===== src/rtl/alu_pkg.sv =====
// alu_pkg: function codes, unit selects and compare constants shared by
// the registered ALU and its unit decoder.
package alu_pkg;

    // Arithmetic unit codes
    localparam logic [3:0] FN_ADD   = 4'b0000;
    localparam logic [3:0] FN_SUB   = 4'b0001;
    localparam logic [3:0] FN_MUL   = 4'b0010;
    localparam logic [3:0] FN_DIV   = 4'b0011;

    // Logic unit codes
    localparam logic [3:0] FN_AND   = 4'b0100;
    localparam logic [3:0] FN_OR    = 4'b0101;
    localparam logic [3:0] FN_NAND  = 4'b0110;
    localparam logic [3:0] FN_NOR   = 4'b0111;

    // Compare unit codes
    localparam logic [3:0] FN_NOP   = 4'b1000;
    localparam logic [3:0] FN_EQ    = 4'b1001;
    localparam logic [3:0] FN_GT    = 4'b1010;
    localparam logic [3:0] FN_LT    = 4'b1011;

    // Shift unit codes
    localparam logic [3:0] FN_SHR_A = 4'b1100;
    localparam logic [3:0] FN_SHL_A = 4'b1101;
    localparam logic [3:0] FN_SHR_B = 4'b1110;
    localparam logic [3:0] FN_SHL_B = 4'b1111;

    // Unit select carried in the top two bits of the function code
    typedef enum logic [1:0] {
        UNIT_ARITH = 2'b00,
        UNIT_LOGIC = 2'b01,
        UNIT_CMP   = 2'b10,
        UNIT_SHIFT = 2'b11
    } unit_t;

    // Values driven on the compare bus when the relation holds
    localparam int CMP_EQ = 1;
    localparam int CMP_GT = 2;
    localparam int CMP_LT = 3;

endpackage


===== src/rtl/alu_decoder.sv =====
// alu_decoder: turns the unit-select bits of the function code into
// four one-hot unit enables.
module alu_decoder
    import alu_pkg::*;
(
    input  logic [1:0] unit_sel,
    output logic       arith_en,
    output logic       logic_en,
    output logic       cmp_en,
    output logic       shift_en
);

    // Exactly one enable is raised for every select value
    always_comb begin
        arith_en = 1'b0;
        logic_en = 1'b0;
        cmp_en   = 1'b0;
        shift_en = 1'b0;
        unique case (unit_t'(unit_sel))
            UNIT_ARITH: arith_en = 1'b1;
            UNIT_LOGIC: logic_en = 1'b1;
            UNIT_CMP:   cmp_en   = 1'b1;
            UNIT_SHIFT: shift_en = 1'b1;
        endcase
    end

endmodule


===== src/rtl/alu_top.sv =====
// alu_top: registered 16-bit ALU with arithmetic, logic, compare and shift
// units. Define ALU_DIV_EN to build the divider behind opcode 0011.
module alu_top
    import alu_pkg::*;
#(
    parameter int A_WIDTH     = 16,
    parameter int B_WIDTH     = 16,
    parameter int ARITH_WIDTH = 32,
    parameter int LOGIC_WIDTH = 16,
    parameter int CMP_WIDTH   = 16,
    parameter int SHIFT_WIDTH = 16
) (
    input  logic                   CLK,
    input  logic                   RST,
    input  logic [A_WIDTH-1:0]     A,
    input  logic [B_WIDTH-1:0]     B,
    input  logic [3:0]             ALU_FUNC,
    output logic [ARITH_WIDTH-1:0] Arith_OUT,
    output logic                   Carry_OUT,
    output logic [LOGIC_WIDTH-1:0] Logic_OUT,
    output logic [CMP_WIDTH-1:0]   CMP_OUT,
    output logic [SHIFT_WIDTH-1:0] Shift_OUT,
    output logic                   Arith_Flag,
    output logic                   Logic_Flag,
    output logic                   CMP_Flag,
    output logic                   Shift_Flag
);

    logic arith_en;
    logic logic_en;
    logic cmp_en;
    logic shift_en;

    alu_decoder u_dec (
        .unit_sel (ALU_FUNC[3:2]),
        .arith_en (arith_en),
        .logic_en (logic_en),
        .cmp_en   (cmp_en),
        .shift_en (shift_en)
    );

    // Operands zero-extended to the arithmetic width so that the sum,
    // difference and product never lose bits before the carry is taken.
    logic [ARITH_WIDTH-1:0] a_ext;
    logic [ARITH_WIDTH-1:0] b_ext;
    logic [ARITH_WIDTH-1:0] sum;
    logic [ARITH_WIDTH-1:0] diff;
    logic [ARITH_WIDTH-1:0] prod;
    logic [ARITH_WIDTH-1:0] quot;

    assign a_ext = ARITH_WIDTH'(A);
    assign b_ext = ARITH_WIDTH'(B);
    assign sum   = a_ext + b_ext;
    assign diff  = a_ext - b_ext;
    assign prod  = a_ext * b_ext;

`ifdef ALU_DIV_EN
    // Divide by zero returns zero instead of an undefined quotient
    assign quot = (B == '0) ? '0 : ARITH_WIDTH'(A / B);
`else
    assign quot = '0;
`endif

    logic [ARITH_WIDTH-1:0] arith_nxt;
    logic                   carry_nxt;

    // Arithmetic result and carry/borrow/overflow for the current code
    always_comb begin
        arith_nxt = '0;
        carry_nxt = 1'b0;
        case (ALU_FUNC)
            FN_ADD: begin
                arith_nxt = sum;
                carry_nxt = sum[A_WIDTH];
            end
            FN_SUB: begin
                arith_nxt = diff;
                carry_nxt = (a_ext < b_ext);
            end
            FN_MUL: begin
                arith_nxt = prod;
                carry_nxt = |prod[ARITH_WIDTH-1:A_WIDTH];
            end
            FN_DIV: begin
                arith_nxt = quot;
                carry_nxt = 1'b0;
            end
            default: ;
        endcase
    end

    // Arithmetic unit register; cleared whenever another unit is chosen
    always_ff @(posedge CLK) begin
        if (RST) begin
            Arith_OUT  <= '0;
            Carry_OUT  <= 1'b0;
            Arith_Flag <= 1'b0;
        end else if (arith_en) begin
            Arith_OUT  <= arith_nxt;
            Carry_OUT  <= carry_nxt;
            Arith_Flag <= 1'b1;
        end else begin
            Arith_OUT  <= '0;
            Carry_OUT  <= 1'b0;
            Arith_Flag <= 1'b0;
        end
    end

    logic [LOGIC_WIDTH-1:0] a_log;
    logic [LOGIC_WIDTH-1:0] b_log;
    logic [LOGIC_WIDTH-1:0] logic_nxt;

    assign a_log = LOGIC_WIDTH'(A);
    assign b_log = LOGIC_WIDTH'(B);

    // Bitwise result for the current code
    always_comb begin
        logic_nxt = '0;
        case (ALU_FUNC)
            FN_AND:  logic_nxt = a_log & b_log;
            FN_OR:   logic_nxt = a_log | b_log;
            FN_NAND: logic_nxt = ~(a_log & b_log);
            FN_NOR:  logic_nxt = ~(a_log | b_log);
            default: ;
        endcase
    end

    // Logic unit register
    always_ff @(posedge CLK) begin
        if (RST) begin
            Logic_OUT  <= '0;
            Logic_Flag <= 1'b0;
        end else if (logic_en) begin
            Logic_OUT  <= logic_nxt;
            Logic_Flag <= 1'b1;
        end else begin
            Logic_OUT  <= '0;
            Logic_Flag <= 1'b0;
        end
    end

    logic [CMP_WIDTH-1:0] cmp_nxt;
    logic                 cmp_flag_nxt;

    // Relation code for the current compare, or zero when it fails;
    // NOP leaves both the bus and the flag low.
    always_comb begin
        cmp_nxt      = '0;
        cmp_flag_nxt = 1'b1;
        case (ALU_FUNC)
            FN_NOP: cmp_flag_nxt = 1'b0;
            FN_EQ:  if (a_ext == b_ext) cmp_nxt = CMP_WIDTH'(CMP_EQ);
            FN_GT:  if (a_ext > b_ext)  cmp_nxt = CMP_WIDTH'(CMP_GT);
            FN_LT:  if (a_ext < b_ext)  cmp_nxt = CMP_WIDTH'(CMP_LT);
            default: ;
        endcase
    end

    // Compare unit register
    always_ff @(posedge CLK) begin
        if (RST) begin
            CMP_OUT  <= '0;
            CMP_Flag <= 1'b0;
        end else if (cmp_en) begin
            CMP_OUT  <= cmp_nxt;
            CMP_Flag <= cmp_flag_nxt;
        end else begin
            CMP_OUT  <= '0;
            CMP_Flag <= 1'b0;
        end
    end

    logic [SHIFT_WIDTH-1:0] shift_nxt;

    // One-bit logical shifts, zero-filled and cut to the shift width
    always_comb begin
        shift_nxt = '0;
        case (ALU_FUNC)
            FN_SHR_A: shift_nxt = SHIFT_WIDTH'(A >> 1);
            FN_SHL_A: shift_nxt = SHIFT_WIDTH'({A, 1'b0});
            FN_SHR_B: shift_nxt = SHIFT_WIDTH'(B >> 1);
            FN_SHL_B: shift_nxt = SHIFT_WIDTH'({B, 1'b0});
            default: ;
        endcase
    end

    // Shift unit register
    always_ff @(posedge CLK) begin
        if (RST) begin
            Shift_OUT  <= '0;
            Shift_Flag <= 1'b0;
        end else if (shift_en) begin
            Shift_OUT  <= shift_nxt;
            Shift_Flag <= 1'b1;
        end else begin
            Shift_OUT  <= '0;
            Shift_Flag <= 1'b0;
        end
    end

endmodule


===== config.mk =====
export PLATFORM = sky130hd
export DESIGN_NAME = alu_top
export DESIGN_NICKNAME = d
export VERILOG_FILES = /design/src/rtl/alu_pkg.sv /design/src/rtl/alu_decoder.sv /design/src/rtl/alu_top.sv
export SDC_FILE = /design/constraint.sdc
export NUM_CORES = 1
export LEC_CHECK = 0
export ABC_AREA = 1
export CAP_MARGIN = 0
export CELL_PAD_IN_SITES_DETAIL_PLACEMENT = 0
export CELL_PAD_IN_SITES_GLOBAL_PLACEMENT = 1
export CORE_MARGIN = 2
export CORE_UTILIZATION = 44
export CTS_CLUSTER_SIZE = 16
export DETAILED_ROUTE_END_ITERATION = 8
export GPL_ROUTABILITY_DRIVEN = 0
export HOLD_SLACK_MARGIN = 0.02
export PLACE_DENSITY = 0.9
export SETUP_SLACK_MARGIN = 0.05
export SYNTH_ARGS = -nofsm -noshare
export SYNTH_HDL_FRONTEND = slang
export SYNTH_HIERARCHICAL = 1
export SYNTH_SLANG_ARGS = --single-unit

===== constraint.sdc =====
create_clock -name CLK -period 7.4 [get_ports CLK]
set_input_delay 1.48 -clock CLK [delete_from_list [all_inputs] [get_ports CLK]]
set_output_delay 1.48 -clock CLK [all_outputs]
set_load 0.02 [all_outputs]

* After elaboration in Yosys (flattened, before gate mapping)
Cells that the tools add are included.
** Storage, ports and cells
- RAM bits :: 0
- Word-level logic and storage cells :: 63
- Memories :: 0
- Bits in registers :: 85
- Bits in read-only memories :: 0
- Latch bits :: 0
** Cells by class
- $lt $le $gt $ge :: 2
- Reductions and logical operators :: 7
- Muxes and demuxes :: 16
- Multiply operators :: 1
- Equality and inequality tests :: 18
- Div/mod/pow operators :: 0
- Bitwise logic cells :: 8
- $add $sub $neg :: 2
- Shift-type cells :: 0
** Operator list (number)
- one-hot mux 16 bit (4 select lines) :: 2
- one-hot mux 32 bit (3 select lines) :: 1
- equality test 4 bit (second input constant) :: 8
- multiplier 16 x 16 -> 32 bit :: 1
- inverter 16 bit :: 2
- adder 16 x 16 -> 17 bit :: 1
- subtractor 16 x 16 -> 17 bit :: 1
- AND 16 bit :: 1
- equality test 16 bit :: 1
- equality test 4 x 3 -> 1 bit (second input constant) :: 4
- > comparator 16 bit :: 1
- < comparator 16 bit :: 1
- OR 16 bit :: 1
- OR reduction 16 bit :: 1
- 2-to-1 mux 1 bit :: 9
- OR reduction 2 bit :: 4
- one-hot mux 2 bit (3 select lines) :: 1
- equality test 2 bit (second input constant) :: 2
- equality test 4 x 1 -> 1 bit (second input constant) :: 1
- equality test 4 x 2 -> 1 bit (second input constant) :: 1
- zero test 4 bit :: 1
- 2-to-1 mux 2 bit :: 2
- inverter 1 bit :: 4
- one-hot mux 1 bit (3 select lines) :: 1
- other kinds (2) :: 2

* Longest topological paths before layout
- Depth in word-level cells :: 4
- Gate-level depth with buffers :: 34
- Gate-level depth less buffers :: 33

* By module
Netlist, hierarchy kept.
** Modules (own cells, without submodules)
- alu_top :: area each 14217.4 um2, instances 1, cells an instance 2053
- alu_decoder :: area each 26.3 um2, instances 1, cells an instance 7

* Worst setup path after synthesis
OpenSTA, ideal clock, no wires.
- Path type :: input-to-reg
- From :: input port B[1]
- To :: register Carry_OUT
- Arrival time :: 6.639 ns
- Path buffers :: 2
- Path slack :: 0.652 ns
- Required time :: 7.291 ns
- Stages on the path :: 29
- Cells stage by stage :: clkbuf_1 buf_1 nand2_1 fa_1 fa_1 fa_1 fa_1 inv_1 fa_1 inv_1 fa_1 inv_1 ha_1 nand2_1 nor2_1 and2_1 nand2_1 nand2_1 nand2_1 nand2_1 nand2_1 nor2_1 nand2_1 nor2_1 nand2_1 nand2_1 nand3_1 nand2_1 inv_1
** On the way
- Longest elaborated chain between the ends :: 3
- Elaborated cells between the ends (all ways) :: 5
** RTL lines
- start: declaration :: line alu_top.sv:16 : input logic [B_WIDTH-1:0] B,
- multiplier 16 x 16 -> 32 bit :: line alu_top.sv:55 : assign prod = a_ext * b_ext;
- OR reduction 16 bit :: line alu_top.sv:82 : carry_nxt = |prod[ARITH_WIDTH-1:A_WIDTH];
- one-hot mux 1 bit (3 select lines) * :: line alu_top.sv:71 : case (ALU_FUNC)
- end signal: assignment :: line alu_top.sv:100 : Carry_OUT <= carry_nxt;
- end: declaration :: line alu_top.sv:19 : output logic Carry_OUT,
Mark *: on every way between the ends. The rest lies on a longest branch, timed or not.
A chain may end at the register's enable or synchronous reset.

* Worst setup path in the final report
- From :: input port A[11]
- To :: register Carry_OUT
** On the way
- Longest elaborated chain between the ends :: 3
- Elaborated cells between the ends (all ways) :: 5
** RTL lines
- start: declaration :: line alu_top.sv:15 : input logic [A_WIDTH-1:0] A,
- multiplier 16 x 16 -> 32 bit :: line alu_top.sv:55
- OR reduction 16 bit :: line alu_top.sv:82
- one-hot mux 1 bit (3 select lines) * :: line alu_top.sv:71
Marked as above.

==> metrics.txt <==
required time worst endpoint 7.65 ns; GRT Total Usage 28.4%; share of cells above drive strength 1 11.2%; crit end category flip-flop; vias 13828; Worst Setup Path Type input pin to flip-flop; grt total ovfl 0; vias per cell 5.18; Setup Viol. Count Final 0; async set-or-reset flop fraction in the synthesized netlist 0%; Routed WL 46.7 mm; Post-synth EDFFs 0; core box area 31700 um2; I/O Pins 123; # hold bufs at CTS 0; Die X 184 um; ys flop type dfxtp_1; CP max FO 14; Root Driver clkbuf_16; # rows 65; DP Area 16800 um2; crit path from A[11]; vias in the first global route 14261; Critical Path End Carry_OUT$_SDFF_PP0_; Yosys cell types 50; die area 33800 um2; post-route clock period utilization 95.7%; die height 184 um; RSZ-0062 raised after global routing false; register area share after synthesis 9.98%; status complete, no violations; finished layout cell area 17400 um2; Synth Register Bits 71; Slew HR 25.7%; Max Root-Sink Buffers 2; CTS clk-pin slew, worst paths 0.06 ns; DRC Markers 0; clock sink count 71; TritonCTS clock tree built; Setup crit start kind input pin; WL/cell 17.5 um; initial core utilization 44.9%; antenna cells 0; Synth warnings 6; antenna viol nets, final 0; highest clock rate 0.141 GHz; min Tclk post-route 7.08 ns; Max Cap Violations 0; CTS H-tree depth 3; drt first-iter violations 1241; syn avg cell area 6.91 um2; initial antenna violation count 0; Worst-Margin Slew 1.11 ns; First-pass DRT Iterations 6; final hold vios 0; CP arrival 7.33 ns; worst hold path type input pin to flip-flop; Gate Count Post-Synth 2060; largest net degree at the start of global routing 23; DP Wirelength 38.6 mm; Num CTS Buffers 9; fin. max-slew vios 0; Cell Area, Synth 14200 um2; # nets final 2646; Syn-to-layout area delta 22.2%; IO Port Bufs 108; first-pass GRT wire length 74.1 mm
-- synth_stat cells (14+ instances only) --
cell	n	share of area, %
nor2_1	115	3.0
nand3_1	69	2.4
ha_1	152	13
o22ai_1	30	1.3
fa_1	196	28
clkbuf_1	69	1.8
a21oi_1	81	2.8
o21ai_0	31	1.1
dfxtp_1	71	10
inv_1	544	14
a221oi_1	30	1.8
nand2_1	548	14
buf_4	14	0.74
-- sequential cells by signal, indices dropped and copies added, names as in the netlist --
signal and count:
Shift_OUT 16, CMP_OUT 2, Arith_OUT 32, CMP_Flag 1, Shift_Flag 1, Logic_Flag 1, Carry_OUT 1, Arith_Flag 1
Logic_OUT 16
-- cell type report --
class / instances / area, um2
clock buffer: 9 / 225
clock inverter: 7 / 61.3
fill: 3012 / 14300
inverter: 549 / 2060
multi-input combinational: 1349 / 10500
sequential: 71 / 1420
tap: 402 / 503
timing repair buffer: 280 / 2590
-- critical path, cell delays in order --
cell             delay (ns)
clkdlybuf4s50_1        0.44
buf_12                 0.17
buf_4                  0.17
ha_1                   0.25
fa_1                   0.51
inv_1                  0.05
fa_1                   0.52
inv_1                  0.05
fa_1                   0.46
fa_1                   0.51
fa_1                   0.45
ha_1                   0.31
ha_1                   0.43
nand2_1                0.15
nor2_1                 0.15
inv_1                  0.08
nor3_1                 0.27
nand2_1                0.14
nand2_1                0.08
nand2_1                0.06
nand2_1                0.06
nand3_1                0.07
nor2_1                 0.11
nand2_1                0.08
nand2_2                0.07
nand3_2                0.06
nand2_2                0.06
inv_1                  0.04
-- cell usage in the layout, fill, tap and decap left out, types with 5 or more instances in the layout --
master and n:
nand4_1 9, inv_1 541, or2_2 5, nand3b_1 8
inv_2 7, o21ai_0 31, conb_1 14, nor2_2 9
nand2_2 12, o22ai_1 30, nor2_1 105, buf_4 156
a21oi_1 80, clkbuf_16 11, nor4_1 5, ha_1 144
a221oi_1 30, nand3_1 66, nand2_1 537, ha_4 7
dfxtp_1 71, clkdlybuf4s50_1 96, fa_1 192, nor3_1 6
buf_12 12, dlymetal6s2s_1 12
-- kinds of logic after synthesis --
family | Yosys count | share of synthesized area (%)
AOI/OAI and AO/OA | 202 | 8.94
xor gates and xnor gates | 7 | 0.430
adders and majority gates | 348 | 40.9
buffers and inverters | 653 | 17.8
DFF | 71 | 9.98
other | 1 | 0.0263
and+or+nand+nor | 778 | 22.0
-- per-stage QoR --
| stage | TNS [ns] | worst slack [ns] | hold WS (ns) | cells | util (%) |
|---|---|---|---|---|---|
| CTS | 0 | 0.145 | 1.79 | 2656 | 53.8 |
| detailed placement | -0.268 | -0.183 | 2.16 | 2640 | 52.9 |
| finish | 0 | 0.321 | 1.78 | 2667 | 54.9 |
| floorplan | 0 | 0.652 | 1.64 | 2073 | - |
| global placement | -0.191 | -0.161 | 2.16 | 2640 | 52.9 |
| global route | 0 | 0.0522 | 1.79 | 2667 | 54.9 |
-- metal layers --
layer  routed length, um  up-vias  global-route usage [%]
met5                   0        -                       0
met4                1900        0                    11.3
met3                4310      138                    5.63
met2               21700      682                    47.6
met1               18800     6512                    35.8
li1                    -     6496                       -
-- how the worst min path moves through the flow --
stage | slack (ns) | start | to | cells past startpoint
after floorplan | 1.64 | ALU_FUNC[2] | CMP_Flag$_SDFF_PP0_ | 3
after global placement | 2.16 | RST | CMP_Flag$_SDFF_PP0_ | 4
after detailed placement | 2.16 | RST | CMP_Flag$_SDFF_PP0_ | 4
after CTS | 1.79 | RST | CMP_Flag$_SDFF_PP0_ | 4
after global routing | 1.79 | B[9] | Shift_OUT[10]$_SDFF_PP0_ | 4
final | 1.78 | B[9] | Shift_OUT[8]$_SDFF_PP0_ | 4
-- what timing repair did --
item / CTS / global route
setup endpoints to repair: 0 / 2
buffers inserted: 0 / 9
resized for setup: 0 / 60
Power is left out: the tool's default activity adds up to more than one toggle a clock period on the data nets, which glitch-free logic cannot reach.
